==> config.mk <==
export PLATFORM = sky130hd
export DESIGN_NAME = inst_fetch_queue
export DESIGN_NICKNAME = d
export VERILOG_FILES = /design/src/rtl/inst_fetch_queue.sv
export SDC_FILE = /design/constraint.sdc
export NUM_CORES = 1
export LEC_CHECK = 0
export ABC_AREA = 1
export BUFFER_PORTS_ARGS = -buffer_cell sky130_fd_sc_hd__clkbuf_2
export CELL_PAD_IN_SITES_DETAIL_PLACEMENT = 1
export CELL_PAD_IN_SITES_GLOBAL_PLACEMENT = 1
export CORE_ASPECT_RATIO = 0.8
export CORE_MARGIN = 3
export CORE_UTILIZATION = 30
export DETAILED_ROUTE_END_ITERATION = 6
export GPL_TIMING_DRIVEN = 0
export PLACE_DENSITY_LB_ADDON = 0.2
export SLEW_MARGIN = 20
export SYNTH_ARGS = -nofsm -noshare
export SYNTH_HDL_FRONTEND = slang
export SYNTH_SLANG_ARGS = --single-unit
==> constraint.sdc <==
create_clock -name clk -period 2.3 [get_ports clk]
set_input_delay 0.115 -clock clk [delete_from_list [all_inputs] [get_ports clk]]
set_output_delay 0.115 -clock clk [all_outputs]
set_load 0.02 [all_outputs]
==> src/rtl/inst_fetch_queue.sv <==
// Circular FIFO of {pc, instruction} pairs between fetch and decode.
// Valid/ready on both sides, flush on redirect, and a sticky overflow flag.
module inst_fetch_queue #(
    parameter int DEPTH  = 4,
    parameter int ADDR_W = 64,
    parameter int INST_W = 32,
    localparam int PTR_W = $clog2(DEPTH),
    localparam int CNT_W = PTR_W + 1
) (
    input  logic              clk,
    input  logic              rst,
    input  logic              flush,
    input  logic              in_valid,
    input  logic [ADDR_W-1:0] in_pc,
    input  logic [INST_W-1:0] in_inst,
    output logic              in_ready,
    output logic              out_valid,
    output logic [ADDR_W-1:0] out_pc,
    output logic [INST_W-1:0] out_inst,
    input  logic              out_ready,
    output logic [CNT_W-1:0]  count,
    output logic              overflow
);

    logic [ADDR_W-1:0] pc_mem_q   [DEPTH];
    logic [ADDR_W-1:0] pc_mem_d   [DEPTH];
    logic [INST_W-1:0] inst_mem_q [DEPTH];
    logic [INST_W-1:0] inst_mem_d [DEPTH];
    logic [PTR_W-1:0]  rd_ptr_q, rd_ptr_d;
    logic [PTR_W-1:0]  wr_ptr_q, wr_ptr_d;
    logic [CNT_W-1:0]  count_q, count_d;
    logic              overflow_q, overflow_d;
    logic              push_s;
    logic              pop_s;

    // Handshake status derives only from registered occupancy.
    assign in_ready  = (count_q != CNT_W'(DEPTH));
    assign out_valid = (count_q != {CNT_W{1'b0}});
    assign count     = count_q;
    assign overflow  = overflow_q;
    assign push_s    = in_valid & in_ready & ~flush;
    assign pop_s     = out_valid & out_ready & ~flush;

    // Head read is gated so decode never sees stale storage when empty.
    always_comb begin
        if (out_valid) begin
            out_pc   = pc_mem_q[rd_ptr_q];
            out_inst = inst_mem_q[rd_ptr_q];
        end else begin
            out_pc   = {ADDR_W{1'b0}};
            out_inst = {INST_W{1'b0}};
        end
    end

    // Next-state: storage write, pointer advance, occupancy and overflow.
    always_comb begin
        pc_mem_d   = pc_mem_q;
        inst_mem_d = inst_mem_q;
        rd_ptr_d   = rd_ptr_q;
        wr_ptr_d   = wr_ptr_q;
        count_d    = count_q;
        overflow_d = overflow_q | (in_valid & ~in_ready & ~flush);
        if (push_s) begin
            pc_mem_d[wr_ptr_q]   = in_pc;
            inst_mem_d[wr_ptr_q] = in_inst;
            wr_ptr_d             = wr_ptr_q + {{(PTR_W-1){1'b0}}, 1'b1};
        end else begin
            wr_ptr_d = wr_ptr_q;
        end
        if (pop_s) begin
            rd_ptr_d = rd_ptr_q + {{(PTR_W-1){1'b0}}, 1'b1};
        end else begin
            rd_ptr_d = rd_ptr_q;
        end
        case ({push_s, pop_s})
            2'b10:   count_d = count_q + {{(CNT_W-1){1'b0}}, 1'b1};
            2'b01:   count_d = count_q - {{(CNT_W-1){1'b0}}, 1'b1};
            default: count_d = count_q;
        endcase
        // Storage is deliberately left intact on a redirect.
        if (flush) begin
            rd_ptr_d = {PTR_W{1'b0}};
            wr_ptr_d = {PTR_W{1'b0}};
            count_d  = {CNT_W{1'b0}};
        end else begin
            count_d = count_d;
        end
    end

    // State registers with synchronous reset taking priority over everything.
    always_ff @(posedge clk) begin
        if (rst) begin
            rd_ptr_q   <= {PTR_W{1'b0}};
            wr_ptr_q   <= {PTR_W{1'b0}};
            count_q    <= {CNT_W{1'b0}};
            overflow_q <= 1'b0;
            for (int i = 0; i < DEPTH; i++) begin
                pc_mem_q[i]   <= {ADDR_W{1'b0}};
                inst_mem_q[i] <= {INST_W{1'b0}};
            end
        end else begin
            rd_ptr_q   <= rd_ptr_d;
            wr_ptr_q   <= wr_ptr_d;
            count_q    <= count_d;
            overflow_q <= overflow_d;
            pc_mem_q   <= pc_mem_d;
            inst_mem_q <= inst_mem_d;
        end
    end

endmodule

Word level (Yosys, flattened, before mapping)

Cells that the tools add are included.

Register bits: 392
Word-level logic and storage cells: 52
Output and inout bits: 102
Bits of input ports: 101

Equal/unequal tests: 3
Bitwise logic cells: 11
Add/subtract/negate cells: 4
Muxes and demuxes: 15
Reductions and logical operators: 4
Order comparisons: 3

Operators with widths:

| kind                  | number |
|---|---|
| $bwmux W256           | 1 |
| $mux W64              | 4 |
| $bmux W64 S2          | 1 |
| $bwmux W128           | 1 |
| $demux W64 S2         | 1 |
| $mux W32              | 4 |
| $bmux W32 S2          | 1 |
| $demux W32 S2         | 1 |
| $and A1 B1 Y1         | 6 |
| $ge A3 B3 Y1 const B  | 2 |
| $not A2 Y3            | 2 |
| $pmux W3 S2           | 1 |
| $add A2 B1 Y2 const B | 2 |
| $add A3 B1 Y3 const B | 1 |
| $lt A3 B1 Y1 const B  | 1 |
| $ne A3 B3 Y1 const B  | 1 |
| $reduce_bool A3 Y1    | 1 |
| $sub A3 B1 Y3 const B | 1 |
| $eq A2 B1 Y1 const B  | 1 |
| $eq A2 B2 Y1 const B  | 1 |
| $not A1 Y1            | 2 |
| $reduce_bool A2 Y1    | 1 |
| $reduce_or A2 Y1      | 1 |
| $logic_and A1 B1 Y1   | 1 |
| $or A1 B1 Y1          | 1 |

Logic depth before layout (Yosys ltp)

Gate-level depths: netlist of run 1.

Depth after elaboration: 6
Gate-level depth with buffers: 14
Gate-level depth less buffers: 13

Worst setup path before layout of run 1

OpenSTA, ideal clock, no wires.

Path kind: register -> register
Start: reg count_q[0], in the netlist count[0]
End: reg count_q[2], in the netlist count[2]
Slack: 277 ps
Library setup time: 113 ps
Clock period less this slack: 2023 ps
Buffers on the path: 2
Stages on the path, launching flop included: 15
Required time: 2187 ps
Data arrival time: 1910 ps
Path through: dfxtp_1 -> nor2_2 -> nand2_2 -> buf_6 -> buf_6 -> nand2_1 -> ha_1 -> inv_1 -> fa_1 -> inv_1 -> nand2_1 -> nand3_1 -> nand2_1 -> nand2_1 -> nor2_1

Cells in the longest elaborated chain, start to end: 5
Elaborated cells on any way between the ends: 12
Those cells by class: add/sub (2); eq/ne (3); mux (1); bitwise (4); reduce/logical (2)

Ends and longest elaborated chain:

| item                                                      | line   | RTL |
|---|---|---|
| start: declaration                                        | 31     | `logic [CNT_W-1:0] count_q, count_d;` |
| start signal: assignment                                  | 95     | `count_q <= {CNT_W{1'b0}};` |
| start signal: assignment                                  | 104    | `count_q <= count_d;` |
| $ne A3 B3 Y1 / $reduce_bool A3 Y1 (equally long branches) | 37, 38 |  |
| $and A1 B1 Y1 (on tied branches) (2 in series)            | 41, 42 |  |
| $eq A2 B1 Y1 / $eq A2 B2 Y1 (equally long branches)       | 75     | `case ({push_s, pop_s})` |
| $pmux W3 S2 / $reduce_bool A2 Y1 (equally long branches)  | --     |  |

Several ways; a longest one is shown, not always the timed one.
A chain may end at the register's enable or synchronous reset.

Worst setup path in the final report of run 1

Start: reg rd_ptr_q[0]
End: out out_inst[0]

Cells in the longest elaborated chain, start to end: 5

Ends and longest elaborated chain:

| item                                         | line | RTL |
|---|---|---|
| start: declaration                           | 29   | `logic [PTR_W-1:0] rd_ptr_q, rd_ptr_d;` |
| start signal: assignment                     | 93   | `rd_ptr_q <= {PTR_W{1'b0}};` |
| start signal: assignment                     | 102  | `rd_ptr_q <= rd_ptr_d;` |
| $not A2 Y3 (implied by the code)             | 48   | `out_inst = inst_mem_q[rd_ptr_q];` |
| $bmux W32 S2                                 | 48   |  |
| $mux W32 (implied by the code) (2 in series) | 48   |  |
| $mux W32                                     | 46   | `if (out_valid) begin` |
| end: declaration                             | 19   | `output logic [INST_W-1:0] out_inst,` |

Every way passes these cells. The select of a mux whose other input is x is not followed.

==> flow_metrics.env, run 1 <==
export IMPL_outcome="complete, no violations"
export IMPL_num_antenna_cells=0
export IMPL_worstPathMaxFanout=10
export IMPL_pin_count=203
export IMPL_globalRouteTotalUtil=0.240
export IMPL_antenna_found_initial=1
export IMPL_hold_violations=0
export IMPL_yosysTopAreaCellShare=0.350
export IMPL_synth_flop_cell="dfxtp_1"
export IMPL_rsz0062_at_grt="yes"
export IMPL_placementRows=89
export IMPL_max_freq_mhz=436
export IMPL_wire_length_of_the_first_global_routing_pass_um=145000
export IMPL_routed_wire_length_per_instance_um=19.2
export IMPL_netlist_top_cells_area="dfxtp_1 (35%), nand2_1 (16%), inv_1 (15%)"
export IMPL_drtIter0Drc=1452
export IMPL_syn_inst=3621
export IMPL_die_height_um=251
export IMPL_first_global_vias=23200
export IMPL_ant_nets=0
export IMPL_clock_path_buffers=3
export IMPL_gr_total_overflow=0
export IMPL_syn_mean_instance_area_um2=6.20
export IMPL_maximum_vdd_ir_drop_mv=0.440
export IMPL_starting_density=0.304
export IMPL_syn_num_nets=3728
export IMPL_cts_sinks=392
export IMPL_synth_common_cells="nand2_1 (975), inv_1 (876), dfxtp_1 (392)"
export IMPL_top_layer="met4"
export IMPL_gp_congestion=0.840
export IMPL_drv_max_cap_violation_count=0
export IMPL_clk_insertion_delay_late_ps=590
export IMPL_leakage_nw=13.1
export IMPL_synth_cell_area_um2=22400
export IMPL_crit_path_end_kind="output pin"
export IMPL_detailed_route_drc_error_count=0
export IMPL_areaGrowthSynthToFinish_pct=25.4
export IMPL_postSynthRegisterBits=392
export IMPL_io_buffers=202
export IMPL_floorplan_core_area_um2=73900
export IMPL_timing_final_max_slew_violations=0
export IMPL_areal_power_density_over_the_cells_nw_per_um2=591
export IMPL_fin_setup_tns_ps=0
export IMPL_final_net_count=4088
export IMPL_timing_final_crit_share=0.998
export IMPL_cts_htree_levels=2
export IMPL_drt_wl_total_um=96000
export IMPL_route_layer_met1_wl_um=48300
export IMPL_min_period_ps=2300
export IMPL_via_density=4.72
export IMPL_cts_root_buffer_cell="clkbuf_16"
export IMPL_fillers=9688
export IMPL_max_slew_worst_pin_slew_ps=1100
export IMPL_slew_headroom=0.269
export IMPL_timing_setup_critical_path_class="flop to output pin"
export IMPL_synth_seq_area_share=0.350
export IMPL_netlist_cell_type_count=23
export IMPL_setup_worst_path_start_class="flop"
export IMPL_wl_met2_um=41400
export IMPL_synth_yosys_warnings=0
export IMPL_numCtsBuffers=48
export IMPL_hold_class="input pin to flop"
export IMPL_timing_critical_path_required_ps=2180
export IMPL_path_clk_slew_ps=70
export IMPL_postSynth_asyncResetShare=0
export IMPL_pin_count_of_the_biggest_net_entering_global_routing=17
export IMPL_area_of_the_die_um2=78200
export IMPL_vias=23600
export IMPL_detailed_place_hpwl_um=69800
export IMPL_floorplan_die_width_um=312
export IMPL_clock_skew_final_ps=14.9
export IMPL_most_frequent_cell_after_synthesis="nand2_1"
export IMPL_synth_enable_flop_cells=0
export IMPL_firstDrtPassIters=5
export IMPL_hold_slack_ps=15.8
export IMPL_count_of_endpoints_failing_setup_in_the_final_report=0
export IMPL_tritoncts="yes"
export IMPL_layout_drive_gt1_share=0.140
export IMPL_worst_path_arrival_time_ps=2180
export IMPL_netlist_top_cell_by_area="dfxtp_1"
export IMPL_detailroute_wirelength_met3_um=4510
power breakdown:
part	total [W]	switching [W]	internal (W)
logic	0.00201	0.00133	0.000680
clock network	0.00761	0.00319	0.00442
registers	0.00702	0.0000772	0.00694
worst max-delay path, cell delays in order (launching register included):
cell,delay (ps)
dfxtp_4,390
buf_12,150
buf_12,150
clkbuf_8,190
o211ai_1,180
a21oi_4,300
clkbuf_2,220
final cells by class:
cell class | instances | area [um^2] | area share
multi-input combinational | 2063 | 9910 | 0.352
sequential | 392 | 7860 | 0.279
inverter | 880 | 3310 | 0.118
timing repair buffer | 312 | 2230 | 0.0794
buffer | 284 | 2070 | 0.0734
clock buffer | 73 | 1460 | 0.0517
tap | 1001 | 1250 | 0.0445
clock inverter | 6 | 57.6 | 0.00204
registers in the layout (all words and copies together), names as in the netlist:
signal and flops:
count 3, overflow 1, rd_ptr_q 2, inst_mem_q 128, wr_ptr_q 2, pc_mem_q 256
through the flow:
stage	utilization	instances	power [W]	instance area, um^2	setup slack, ps
floorplan	-	3621	0.00824	22400	277
global placement	0.334	4824	0.00893	24700	-394
detailed placement	0.334	4824	0.00895	24700	-379
CTS	0.376	4998	0.0168	27800	-54.0
global route	0.381	5011	0.0173	28100	-20.0
finish	0.381	5011	0.0166	28100	4.41
what timing repair did:
action                                 4_1_cts  5_1_grt
buffers inserted                             1        9
hold buffers                                95        0
resized for setup                          197       73
pin swaps                                   13       18
setup endpoints to repair                  177      112
endpoints found under the hold margin      355        0
cloned                                       0        5
placed cells by master, fill, tap and decap left out, drive strengths merged, types with 2 or more instances in the layout:
cell / instances
inv: 879
o211ai: 192
dfxtp: 392
nor2: 393
ha: 5
nand4: 384
clkbuf: 368
clkinv: 5
buf: 206
a21oi: 101
dlygate4sd3: 95
nand2: 976
o21ai: 2
nand3: 8
cells by family (layout without fill, tap and decap cells):
kind of cell	after synthesis	count (layout)	share of synthesized area
compound gates	296	296	0.0875
buf+inv	1166	1555	0.220
simple gates	1761	1761	0.339
flops	392	392	0.350
fa+ha+maj	6	6	0.00368
worst paths after layout:
check | from | to | depth (start not counted) | slack, ps
worst min register to register | wr_ptr_q[1] | wr_ptr_q[1] | 2 | 510
worst max register to register | wr_ptr_q[0] | pc_mem_q[90] | 8 | 70
worst min-delay path | in_inst[0] | inst_mem_q[0] | 5 | 20
worst max-delay path | rd_ptr_q[0] | out_inst[0] | 6 | 4
per-layer routing:
metal | vias up | global-route usage
li1 | 11800 | -
met1 | 11200 | 0.353
met2 | 519 | 0.371
met3 | 98 | 0.0315
met4 | 0 | 0.0534
met5 | - | 0
No activity file was read; power rests on OpenSTA's default activity.
==> inputs of run 2 (changes only) <==
CORE_ASPECT_RATIO = not set   (was 0.8)
==> flow_metrics.env, run 2 (synthesized netlist as in run 1, its figures left out) <==
export IMPL_outcome="complete, no violations"
export IMPL_routed_wire_length_per_instance_um=19.1
export IMPL_gr_max_usage_layer="met2"
export IMPL_cts_htree_levels=2
export IMPL_drv_max_cap_violation_count=0
export IMPL_pin_count=203
export IMPL_wire_length_of_the_first_global_routing_pass_um=143000
export IMPL_placementRows=99
export IMPL_p_int_w=0.0121
export IMPL_timing_final_crit_share=0.996
export IMPL_firstDrtPassIters=5
export IMPL_registers_top_by_ff_count="pc_mem_q"
export IMPL_cts_root_buffer_cell="clkbuf_16"
export IMPL_io_buffers=202
export IMPL_max_slew_worst_pin_slew_ps=1030
export IMPL_crit_path_end_kind="flop"
export IMPL_drt_wl_total_um=94700
export IMPL_setup_reg_to_reg_worst_slack_ps=70
export IMPL_gr_total_overflow=0
export IMPL_share_comb_of_total_power=0.118
export IMPL_starting_density=0.305
export IMPL_via_density=4.74
export IMPL_min_period_ps=2290
export IMPL_timing_critical_path_required_ps=2830
export IMPL_floorplan_core_area_um2=73600
export IMPL_clock_skew_final_ps=26.3
export IMPL_layout_cell_area_non_filler_um2=28000
export IMPL_final_net_count=4079
export IMPL_die_height_um=280
export IMPL_fillers=9624
export IMPL_count_of_endpoints_failing_setup_in_the_final_report=0
export IMPL_floorplan_die_width_um=280
export IMPL_area_sequential_um2=7850
export IMPL_place_worst_setup_slack_ps=-436
export IMPL_grtUsageMet1=0.318
export IMPL_layout_common_cells="nand2_1 (973), inv_1 (876), nor2_1 (391)"
export IMPL_final_common_cell="nand2_1"
export IMPL_met2_usage_in_global_routing=0.405
export IMPL_layout_core_utilization=0.380
export IMPL_leakage_nw=13.1
export IMPL_numCtsBuffers=50
export IMPL_switching_share=0.277
export IMPL_met3_usage=0.0289
export IMPL_detailed_place_hpwl_um=68900
export IMPL_setup_ws_ps=9.37
export IMPL_gp_congestion=0.802
export IMPL_seq_power_share=0.418
export IMPL_vias=23500
export IMPL_hold_slack_ps=44.5
export IMPL_multiInputGateArea_um2=9850
export IMPL_path_clk_slew_ps=60
export IMPL_pin_count_of_the_biggest_net_entering_global_routing=17
export IMPL_hold_class="input pin to flop"
export IMPL_antenna_found_initial=0
export IMPL_area_of_the_die_um2=78100
export IMPL_power_frac_clock=0.464
export IMPL_timing_setup_critical_path_class="input pin to flop"
export IMPL_max_freq_mhz=437
export IMPL_largest_register_ffs=256
export IMPL_slew_headroom=0.311
export IMPL_cts_sinks=392
export IMPL_setup_worst_path_start_class="input pin"
export IMPL_net_switching_power_w=0.00464
export IMPL_globalRouteTotalUtil=0.238
export IMPL_areaGrowthSynthToFinish_pct=24.6
export IMPL_first_global_vias=23400
export IMPL_hold_violations=0
export IMPL_layout_drive_gt1_share=0.133
export IMPL_dpl_cell_area_um2=24700
export IMPL_areal_power_density_over_the_cells_nw_per_um2=601
export IMPL_worstPathMaxFanout=10
export IMPL_ant_nets=0
export IMPL_tritoncts="yes"
export IMPL_timing_final_max_slew_violations=0
export IMPL_clk_insertion_delay_late_ps=610
export IMPL_drtIter0Drc=1190
export IMPL_detailed_route_drc_error_count=0
export IMPL_clock_path_buffers=3
export IMPL_worst_path_arrival_time_ps=2820
export IMPL_maximum_vdd_ir_drop_mv=0.463
[run 2: cell type report]
| type | count | area share |
|---|---|---|
| multi-input combinational | 2063 | 0.352 |
| sequential | 392 | 0.281 |
| inverter | 880 | 0.119 |
| timing repair buffer | 303 | 0.0744 |
| buffer | 282 | 0.0741 |
| clock buffer | 79 | 0.0548 |
| tap | 959 | 0.0429 |
| clock inverter | 10 | 0.00192 |
| antenna | 1 | 0.0000895 |
[run 2: worst paths after layout]
kind                            cells past startpoint        endpoint           from
worst max-delay path                                7    pc_mem_q[64]            rst
worst min-delay path                                5  inst_mem_q[35]     in_inst[3]
worst max register to register                      8   pc_mem_q[123]    wr_ptr_q[0]
worst min register to register                      4   pc_mem_q[198]  pc_mem_q[198]
[run 2: metal layers]
| layer | wire length, um | vias up |
|---|---|---|
| met4 | 2200 | 0 |
| met3 | 4070 | 116 |
| met5 | 0 | - |
| met2 | 44500 | 462 |
| li1 | - | 11800 |
| met1 | 44000 | 11200 |
[run 2: power groups by stage]
stage	logic (W)	clock network (W)	registers, W
detailed placement	0.00176	0	0.00717
finish	0.00198	0.00779	0.00702
floorplan	0.00110	0	0.00715
global placement	0.00176	0	0.00716
global route	0.00218	0.00823	0.00703
CTS	0.00196	0.00795	0.00702
[run 2: critical path, cell delays in order]
cell	delay [ps]
dlygate4sd3_1	530
clkbuf_2	170
clkinv_1	140
clkdlybuf4s15_1	820
clkbuf_1	720
nand2_1	180
nor2_1	140
[run 2: timing repair]
item,4_1_cts,5_1_grt
pin swaps,12,13
endpoints found under the setup margin,158,68
hold buffers,96,0
resized for setup,186,47
setup buffers,2,3
hold endpoints to repair,361,0
[run 2: through the flow]
step | power [W] | setup TNS [ps] | std cells
after floorplan | 0.00824 | 0 | 3621
after global placement | 0.00892 | -15190 | 4782
after detailed placement | 0.00893 | -16620 | 4782
after CTS | 0.0169 | -4.62 | 4966
after global routing | 0.0174 | -1.40 | 4968
final | 0.0168 | 0 | 4969
